### src/rtl/wb_arbiter_if.sv
// Signal bundle between two Wishbone masters, the arbiter and one shared slave.
// The arbiter takes the master modport (it masters the shared bus); the surrounding system takes slave.
interface wb_arbiter_if;
  logic        m0_cyc_i, m1_cyc_i;
  logic        m0_stb_i, m1_stb_i;
  logic        m0_we_i,  m1_we_i;
  logic [29:0] m0_adr_i, m1_adr_i;
  logic [3:0]  m0_sel_i, m1_sel_i;
  logic [31:0] m0_dat_i, m1_dat_i;
  logic [31:0] m0_dat_o, m1_dat_o;
  logic        m0_ack_o, m1_ack_o;
  logic        m0_err_o, m1_err_o;
  logic        cyc_o, stb_o, we_o;
  logic [29:0] adr_o;
  logic [3:0]  sel_o;
  logic [31:0] dat_o;
  logic [31:0] dat_i;
  logic        ack_i;

  modport master (
    input  m0_cyc_i, m1_cyc_i, m0_stb_i, m1_stb_i, m0_we_i, m1_we_i,
    input  m0_adr_i, m1_adr_i, m0_sel_i, m1_sel_i, m0_dat_i, m1_dat_i,
    output m0_dat_o, m1_dat_o, m0_ack_o, m1_ack_o, m0_err_o, m1_err_o,
    output cyc_o, stb_o, we_o, adr_o, sel_o, dat_o,
    input  dat_i, ack_i
  );

  modport slave (
    output m0_cyc_i, m1_cyc_i, m0_stb_i, m1_stb_i, m0_we_i, m1_we_i,
    output m0_adr_i, m1_adr_i, m0_sel_i, m1_sel_i, m0_dat_i, m1_dat_i,
    input  m0_dat_o, m1_dat_o, m0_ack_o, m1_ack_o, m0_err_o, m1_err_o,
    input  cyc_o, stb_o, we_o, adr_o, sel_o, dat_o,
    output dat_i, ack_i
  );
endinterface

### src/rtl/wb_arbiter.sv
// Two-master round-robin Wishbone arbiter with a one-cycle turnaround between owners.
// Optional stalled-strobe timeout abort is built when WB_ARB_TIMEOUT_EN is defined.
module wb_arbiter #(
  parameter int unsigned TIMEOUT_CYCLES = 16
) (
  input  logic          clk_i,
  input  logic          rst_ni,
  wb_arbiter_if.master  bus
);

  if (TIMEOUT_CYCLES < 2 || TIMEOUT_CYCLES > 255) begin : g_bad_timeout
    $error("wb_arbiter: TIMEOUT_CYCLES must be in 2..255");
  end

  typedef enum logic [1:0] {IDLE, GRANT0, GRANT1} state_t;

  state_t state_q, state_d;
  logic   rr_q, rr_d;
  logic   gnt, own1, timeout;

  logic        m_cyc, m_stb, m_we;
  logic [29:0] m_adr;
  logic [3:0]  m_sel;
  logic [31:0] m_dat;

  assign gnt  = (state_q != IDLE);
  assign own1 = (state_q == GRANT1);

  // Owner mux: everything the slave sees comes from the granted master.
  assign m_cyc = own1 ? bus.m1_cyc_i : bus.m0_cyc_i;
  assign m_stb = own1 ? bus.m1_stb_i : bus.m0_stb_i;
  assign m_we  = own1 ? bus.m1_we_i  : bus.m0_we_i;
  assign m_adr = own1 ? bus.m1_adr_i : bus.m0_adr_i;
  assign m_sel = own1 ? bus.m1_sel_i : bus.m0_sel_i;
  assign m_dat = own1 ? bus.m1_dat_i : bus.m0_dat_i;

  always_comb begin
    state_d = state_q;
    rr_d    = rr_q;
    unique case (state_q)
      IDLE: begin
        if (bus.m0_cyc_i && bus.m1_cyc_i) state_d = rr_q ? GRANT1 : GRANT0;
        else if (bus.m0_cyc_i)            state_d = GRANT0;
        else if (bus.m1_cyc_i)            state_d = GRANT1;
      end
      GRANT0: if (!bus.m0_cyc_i) begin
        state_d = IDLE;
        rr_d    = 1'b1;
      end
      GRANT1: if (!bus.m1_cyc_i) begin
        state_d = IDLE;
        rr_d    = 1'b0;
      end
      default: state_d = IDLE;
    endcase
  end

  always_ff @(posedge clk_i or negedge rst_ni) begin
    if (!rst_ni) begin
      state_q <= IDLE;
      rr_q    <= 1'b0;
    end else begin
      state_q <= state_d;
      rr_q    <= rr_d;
    end
  end

`ifdef WB_ARB_TIMEOUT_EN
  localparam logic [7:0] CntLast = 8'(TIMEOUT_CYCLES - 1);
  logic [7:0] cnt_q, cnt_d;
  logic       stalled;

  // A strobe waiting on the slave; the raw master strobe is used, not the forced-low copy.
  assign stalled = gnt && m_stb && !bus.ack_i;
  assign timeout = stalled && (cnt_q == CntLast);

  always_comb begin
    cnt_d = 8'd0;
    if (stalled && !timeout && (state_d == state_q)) cnt_d = cnt_q + 8'd1;
  end

  always_ff @(posedge clk_i or negedge rst_ni) begin
    if (!rst_ni) cnt_q <= 8'd0;
    else         cnt_q <= cnt_d;
  end
`else
  assign timeout = 1'b0;
`endif

  always_comb begin
    bus.cyc_o    = 1'b0;
    bus.stb_o    = 1'b0;
    bus.we_o     = 1'b0;
    bus.adr_o    = '0;
    bus.sel_o    = '0;
    bus.dat_o    = '0;
    bus.m0_ack_o = 1'b0;
    bus.m1_ack_o = 1'b0;
    bus.m0_err_o = 1'b0;
    bus.m1_err_o = 1'b0;
    bus.m0_dat_o = '0;
    bus.m1_dat_o = '0;
    if (gnt) begin
      bus.cyc_o = m_cyc;
      bus.stb_o = m_stb && !timeout;
      bus.we_o  = m_we;
      bus.adr_o = m_adr;
      bus.sel_o = m_sel;
      bus.dat_o = m_dat;
      if (own1) begin
        bus.m1_ack_o = bus.ack_i;
        bus.m1_dat_o = bus.dat_i;
        bus.m1_err_o = timeout;
      end else begin
        bus.m0_ack_o = bus.ack_i;
        bus.m0_dat_o = bus.dat_i;
        bus.m0_err_o = timeout;
      end
    end
  end

endmodule
### src/flat_wrapper.sv
// flat-port wrapper written by rule: the top's interface ports become plain ports
module wb_arbiter_flat 
#(
  parameter int unsigned TIMEOUT_CYCLES = 16
)
  (clk_i, rst_ni, bus_m0_cyc_i, bus_m1_cyc_i, bus_m0_stb_i, bus_m1_stb_i, bus_m0_we_i, bus_m1_we_i, bus_m0_adr_i, bus_m1_adr_i, bus_m0_sel_i, bus_m1_sel_i, bus_m0_dat_i, bus_m1_dat_i, bus_m0_dat_o, bus_m1_dat_o, bus_m0_ack_o, bus_m1_ack_o, bus_m0_err_o, bus_m1_err_o, bus_cyc_o, bus_stb_o, bus_we_o, bus_adr_o, bus_sel_o, bus_dat_o, bus_dat_i, bus_ack_i);
  wb_arbiter_if bus_i ();
  input  logic clk_i;
  input  logic rst_ni;
  input wire logic [$bits(bus_i.m0_cyc_i)-1:0] bus_m0_cyc_i;
  input wire logic [$bits(bus_i.m1_cyc_i)-1:0] bus_m1_cyc_i;
  input wire logic [$bits(bus_i.m0_stb_i)-1:0] bus_m0_stb_i;
  input wire logic [$bits(bus_i.m1_stb_i)-1:0] bus_m1_stb_i;
  input wire logic [$bits(bus_i.m0_we_i)-1:0] bus_m0_we_i;
  input wire logic [$bits(bus_i.m1_we_i)-1:0] bus_m1_we_i;
  input wire logic [$bits(bus_i.m0_adr_i)-1:0] bus_m0_adr_i;
  input wire logic [$bits(bus_i.m1_adr_i)-1:0] bus_m1_adr_i;
  input wire logic [$bits(bus_i.m0_sel_i)-1:0] bus_m0_sel_i;
  input wire logic [$bits(bus_i.m1_sel_i)-1:0] bus_m1_sel_i;
  input wire logic [$bits(bus_i.m0_dat_i)-1:0] bus_m0_dat_i;
  input wire logic [$bits(bus_i.m1_dat_i)-1:0] bus_m1_dat_i;
  output wire logic [$bits(bus_i.m0_dat_o)-1:0] bus_m0_dat_o;
  output wire logic [$bits(bus_i.m1_dat_o)-1:0] bus_m1_dat_o;
  output wire logic [$bits(bus_i.m0_ack_o)-1:0] bus_m0_ack_o;
  output wire logic [$bits(bus_i.m1_ack_o)-1:0] bus_m1_ack_o;
  output wire logic [$bits(bus_i.m0_err_o)-1:0] bus_m0_err_o;
  output wire logic [$bits(bus_i.m1_err_o)-1:0] bus_m1_err_o;
  output wire logic [$bits(bus_i.cyc_o)-1:0] bus_cyc_o;
  output wire logic [$bits(bus_i.stb_o)-1:0] bus_stb_o;
  output wire logic [$bits(bus_i.we_o)-1:0] bus_we_o;
  output wire logic [$bits(bus_i.adr_o)-1:0] bus_adr_o;
  output wire logic [$bits(bus_i.sel_o)-1:0] bus_sel_o;
  output wire logic [$bits(bus_i.dat_o)-1:0] bus_dat_o;
  input wire logic [$bits(bus_i.dat_i)-1:0] bus_dat_i;
  input wire logic [$bits(bus_i.ack_i)-1:0] bus_ack_i;
  assign bus_i.m0_cyc_i = bus_m0_cyc_i;
  assign bus_i.m1_cyc_i = bus_m1_cyc_i;
  assign bus_i.m0_stb_i = bus_m0_stb_i;
  assign bus_i.m1_stb_i = bus_m1_stb_i;
  assign bus_i.m0_we_i = bus_m0_we_i;
  assign bus_i.m1_we_i = bus_m1_we_i;
  assign bus_i.m0_adr_i = bus_m0_adr_i;
  assign bus_i.m1_adr_i = bus_m1_adr_i;
  assign bus_i.m0_sel_i = bus_m0_sel_i;
  assign bus_i.m1_sel_i = bus_m1_sel_i;
  assign bus_i.m0_dat_i = bus_m0_dat_i;
  assign bus_i.m1_dat_i = bus_m1_dat_i;
  assign bus_m0_dat_o = bus_i.m0_dat_o;
  assign bus_m1_dat_o = bus_i.m1_dat_o;
  assign bus_m0_ack_o = bus_i.m0_ack_o;
  assign bus_m1_ack_o = bus_i.m1_ack_o;
  assign bus_m0_err_o = bus_i.m0_err_o;
  assign bus_m1_err_o = bus_i.m1_err_o;
  assign bus_cyc_o = bus_i.cyc_o;
  assign bus_stb_o = bus_i.stb_o;
  assign bus_we_o = bus_i.we_o;
  assign bus_adr_o = bus_i.adr_o;
  assign bus_sel_o = bus_i.sel_o;
  assign bus_dat_o = bus_i.dat_o;
  assign bus_i.dat_i = bus_dat_i;
  assign bus_i.ack_i = bus_ack_i;
  wb_arbiter #(.TIMEOUT_CYCLES(TIMEOUT_CYCLES)) u_core (.clk_i(clk_i), .rst_ni(rst_ni), .bus(bus_i));
endmodule
### config.mk
export PLATFORM = sky130hd
export DESIGN_NAME = wb_arbiter_flat
export DESIGN_NICKNAME = d
export VERILOG_FILES = /design/src/rtl/wb_arbiter_if.sv /design/src/rtl/wb_arbiter.sv /design/src/flat_wrapper.sv
export SDC_FILE = /design/constraint.sdc
export NUM_CORES = 1
export LEC_CHECK = 0
export ABC_AREA = 1
export CAP_MARGIN = 40
export CELL_PAD_IN_SITES_DETAIL_PLACEMENT = 1
export CELL_PAD_IN_SITES_GLOBAL_PLACEMENT = 1
export CORE_ASPECT_RATIO = 1.75
export CORE_UTILIZATION = 10
export CTS_CLUSTER_SIZE = 28
export DETAILED_ROUTE_END_ITERATION = 12
export GPL_TIMING_DRIVEN = 0
export PLACE_DENSITY_LB_ADDON = 0.1
export SKIP_CTS_REPAIR_TIMING = 1
export SYNTH_ARGS = -nofsm -noshare
export SYNTH_HDL_FRONTEND = slang
export SYNTH_SLANG_ARGS = --single-unit
### constraint.sdc
create_clock -name clk_i -period 3.25 [get_ports clk_i]
set_input_delay 0.325 -clock clk_i [delete_from_list [all_inputs] [get_ports clk_i]]
set_output_delay 0.325 -clock clk_i [all_outputs]
set_load 0.02 [all_outputs]
# Word-level counts from Yosys, hierarchy flattened
# Cells that the tools add are included.
[classes]
reduce_logical = 6
muxes = 30
eq_ne = 5
[op_table]
columns = ["op", "n"]
rows = [
  ["$mux 32", 6],
  ["$mux 30", 2],
  ["$mux 1", 12],
  ["$mux 2", 6],
  ["$mux 4", 2],
  ["$pmux 2 s3", 1],
  ["$reduce_and 3->1", 2],
  ["$ne 2x2->1 const B", 2],
  ["$ne 4x3->1 const B", 1],
  ["$reduce_bool 2->1", 2],
  ["$eq 2x1->1 const B", 1],
  ["$eq 2x2->1 const B", 1],
  ["$logic_not 2->1", 1],
  ["$pmux 1 s2", 1],
  ["$logic_and 1x1->1", 1],
]
[word_totals]
register_bits = 3

# Depth between registers and ports, before layout
[logic_depth]
depth_word = 4
depth_mapped = 6

# Worst setup path before layout
# Ideal clock, no wire load.
[synth_path]
kind = "register -> output"
startpoint = "register u_core.state_q[1]"
endpoint = "output bus_m0_dat_o[10]"
required_time_ns = 2.925
slack_ns = 1.663
t_arrival_ns = 1.262
path_buffers = 2
path_stages_with_launch = 6
cell_sequence = "dfrtp_1 inv_2 nor2_4 buf_6 buf_4 nor3_1"
[synth_between]
elab_chain_cells = 3
elab_cells_between_ends = 4
[synth_lines]
columns = ["element", "line", "rtl"]
rows = [
  ["start, declared", "wb_arbiter.sv:17", "state_t state_q, state_d;"],
  ["start signal, assigned", "wb_arbiter.sv:63", "state_q <= state_d;"],
  ["$eq 2x2->1", "wb_arbiter.sv:27", "assign own1 = (state_q == GRANT1);"],
  ["$mux 32", "wb_arbiter.sv:110", "if (own1) begin"],
  ["$mux 32 *", "wb_arbiter.sv:103", "if (gnt) begin"],
  ["end, declared", "flat_wrapper.sv:22", "output wire logic [$bits(bus_i.m0_dat_o)-1:0] bus_m0_dat_o;"],
]
# Every way passes the cells marked *; elsewhere a longest branch is shown, timed or not.

# Worst setup path after layout
[layout_path]
startpoint = "register u_core.state_q[0]"
endpoint = "output bus_dat_o[9]"
[layout_between]
elab_chain_cells = 3
elab_cells_between_ends = 4
[layout_lines]
columns = ["element", "line", "rtl"]
rows = [
  ["$eq 2x2->1", "wb_arbiter.sv:27", ""],
  ["$mux 32", "wb_arbiter.sv:35", "assign m_dat = own1 ? bus.m1_dat_i : bus.m0_dat_i;"],
  ["$mux 32 *", "wb_arbiter.sv:103", ""],
  ["end, declared", "flat_wrapper.sv:33", "output wire logic [$bits(bus_i.dat_o)-1:0] bus_dat_o;"],
]
# Marked as above.

==> metrics.yaml <==
sta:
  slew_violations: 0
  tns_ns: 0
  hold_viol_final: 0
  max_freq_ghz: 0.429
  setup_viol_count_final: 0
  clock_skew_ns: 0.00118
  fin_crit_ns: 2.33
  rsz0062_at_grt: "false"
  finalCritPeriodShare: 0.717
  whs_ns: 0.290
cts:
  cts_tree: "done"
  cts.htree.levels: 1
  clkTransAtPathRegs_ns: 0.03
  insertion_delay_ns: 0.22
  clock_path_buffers: 2
  cts_sinks: 3
  cts-root-buf: "clkbuf_16"
  numCtsBuffers: 3
placement:
  dp.cells: 846
  placed_area_um2: 4840
  dp_hpwl_mm: 10.7
  place_congestion: 0.788
  io_buffers: 307
layout:
  ff_latch_area_um2: 75.1
  diodes: 0
  fillers: 1910
  nets: 841
  final_cells: 850
  fin_area_um2: 4920
  multi_input_area_um2: 1140
  drive_gt1_frac: 0.0420
  syn_to_final_growth_pct: 221
power_and_ir_drop:
  p_leak_nw: 2.26
  sw_frac_of_total: 0.530
  vdd_drop_max_uv: 331
  p_clk_frac: 0.049
  p_sw_mw: 2.14
  comb_power_share: 0.935
  internal_power_mw: 1.90
  powerDensity_nw_per_um2: 821
  power_frac_seq: 0.016
  finalPower_mw: 4.04
hold_path:
  worstHoldPathType: "primary input to asynchronous set/reset pin"
yosys:
  seq_area_frac_synth: 0.0489
  yosysWarnings: 0
  avgSynthCellArea_um2: 4.32
  synth_area_um2: 1530
  synthDistinctLibCells: 15
  syn_inst: 355
  ys_ff_latch: 3
run_status:
  status: "finished, final reports clean"
detailed_routing:
  first_pass_iters: 4
  wl_per_cell_um: 14.3
  wl_met3_um: 907
  route.top_layer_used: "met4"
  drc: 0
  drtIter0Drc: 25
  vias_per_cell: 3.86
  wl_met1_mm: 3.82
  ant_nets: 0
  route.met2.wl_mm: 7.17
  vias: 3284
  wirelength_mm: 12.1
setup_path:
  critPathRequiredTime_ns: 2.92
  reg2reg_slack_ns: 2.13
  cp_max_fo: 10
  cp-start-kind: "flop"
  worst-r2r-cell-count: 4
  cp-end-kind: "primary output"
  reg2reg_to: "u_core.state_q[1]"
  worstSetupPathType: "flop to primary output"
  cp.arrival_ns: 2.01
  r2r_start: "u_core.state_q[0]"
global_routing:
  grt_max_degree: 11
  track_usage: 0.146
  grt_overflow: 0
  antenna_found_initial: 0
  grt_pass1_wl_mm: 17.7
  first_global_vias: 3435
floorplanning:
  io_pins: 310
  core_um2: 14900
  die_h_um: 166
  rows: 59
  die_w_um: 95.6
  dieArea_um2: 15900
  initial_core_util: 0.103
run:
  max_cap_violations: 0
state kept, by name, summed over array words and instances (netlist names):
register        cells
u_core.rr_q         1
u_core.state_q      2
cell usage in the layout, fill, tap and decap left out:
cell type,netlist,final
clkdlybuf4s50_1,0,307
inv_1,36,36
nor3_1,33,33
clkbuf_16,0,3
clkbuf_1,6,7
conb_1,1,2
buf_4,6,6
o21ai_0,3,3
buf_6,6,6
nor2_2,1,1
nand2_1,211,211
inv_2,2,2
nor2_4,1,1
nor2_1,34,34
buf_2,9,9
nand3_1,3,3
dfrtp_1,3,3
per-layer routing:
| layer | vias up | track usage |
|---|---|---|
| met5 | - | 0 |
| met4 | 0 | 0.0337 |
| met3 | 14 | 0.0293 |
| met2 | 160 | 0.313 |
| met1 | 1447 | 0.126 |
| li1 | 1663 | - |
kinds of logic after synthesis:
family          share of synthesized area
compound gates                    0.00979
buf+inv                             0.210
flops                              0.0489
other cells                       0.00244
simple gates                        0.728
worst max path at each step:
stage | to | start | cells after the start
after detailed placement | bus_dat_o[4] | u_core.state_q[0] | 7
final | bus_dat_o[9] | u_core.state_q[0] | 7
after CTS | bus_dat_o[4] | u_core.state_q[0] | 7
after floorplan | bus_m0_dat_o[10] | u_core.state_q[1] | 5
after global placement | bus_dat_o[8] | u_core.state_q[0] | 7
after global routing | bus_dat_o[29] | u_core.state_q[0] | 5
stage by stage:
| step | worst slack [ns] | util |
|---|---|---|
| floorplan | 1.66 | - |
| global placement | 1.13 | 0.325 |
| detailed placement | 1.11 | 0.325 |
| CTS | 0.872 | 0.330 |
| global route | 0.798 | 0.330 |
| finish | 0.920 | 0.330 |
power by group through the flow:
stage / clock network (mW) / registers [mW] / logic, mW
floorplan: 0 / 0.0632 / 1.92
global placement: 0 / 0.0649 / 3.81
detailed placement: 0 / 0.0661 / 3.84
CTS: 0.198 / 0.0662 / 3.86
global route: 0.203 / 0.0674 / 4.06
finish: 0.196 / 0.0657 / 3.78
critical path, cell delays in order (launching register included):
cell	delay (ns)
dfrtp_1	0.35
buf_4	0.18
nor2_4	0.15
buf_6	0.19
buf_6	0.16
nand2_1	0.06
nand2_1	0.07
clkdlybuf4s50_1	0.62
cells in the mapped netlist (all sizes together):
| library cell | instances | share of area |
|---|---|---|
| buf | 21 | 0.10 |
| dfrtp | 3 | 0.049 |
| o21ai | 3 | 0.0098 |
| inv | 38 | 0.093 |
| clkbuf | 6 | 0.015 |
| nor2 | 36 | 0.095 |
| nand2 | 211 | 0.52 |
| conb | 1 | 0.0024 |
| nor3 | 33 | 0.11 |
| nand3 | 3 | 0.0098 |
area by class of cell:
class / count / area share
sequential: 3 / 0.0153
clock buffer: 4 / 0.0160
tap: 183 / 0.0466
timing repair buffer: 307 / 0.625
inverter: 38 / 0.0290
buffer: 27 / 0.0366
multi-input combinational: 288 / 0.232
No activity file was read; power rests on OpenSTA's default activity.
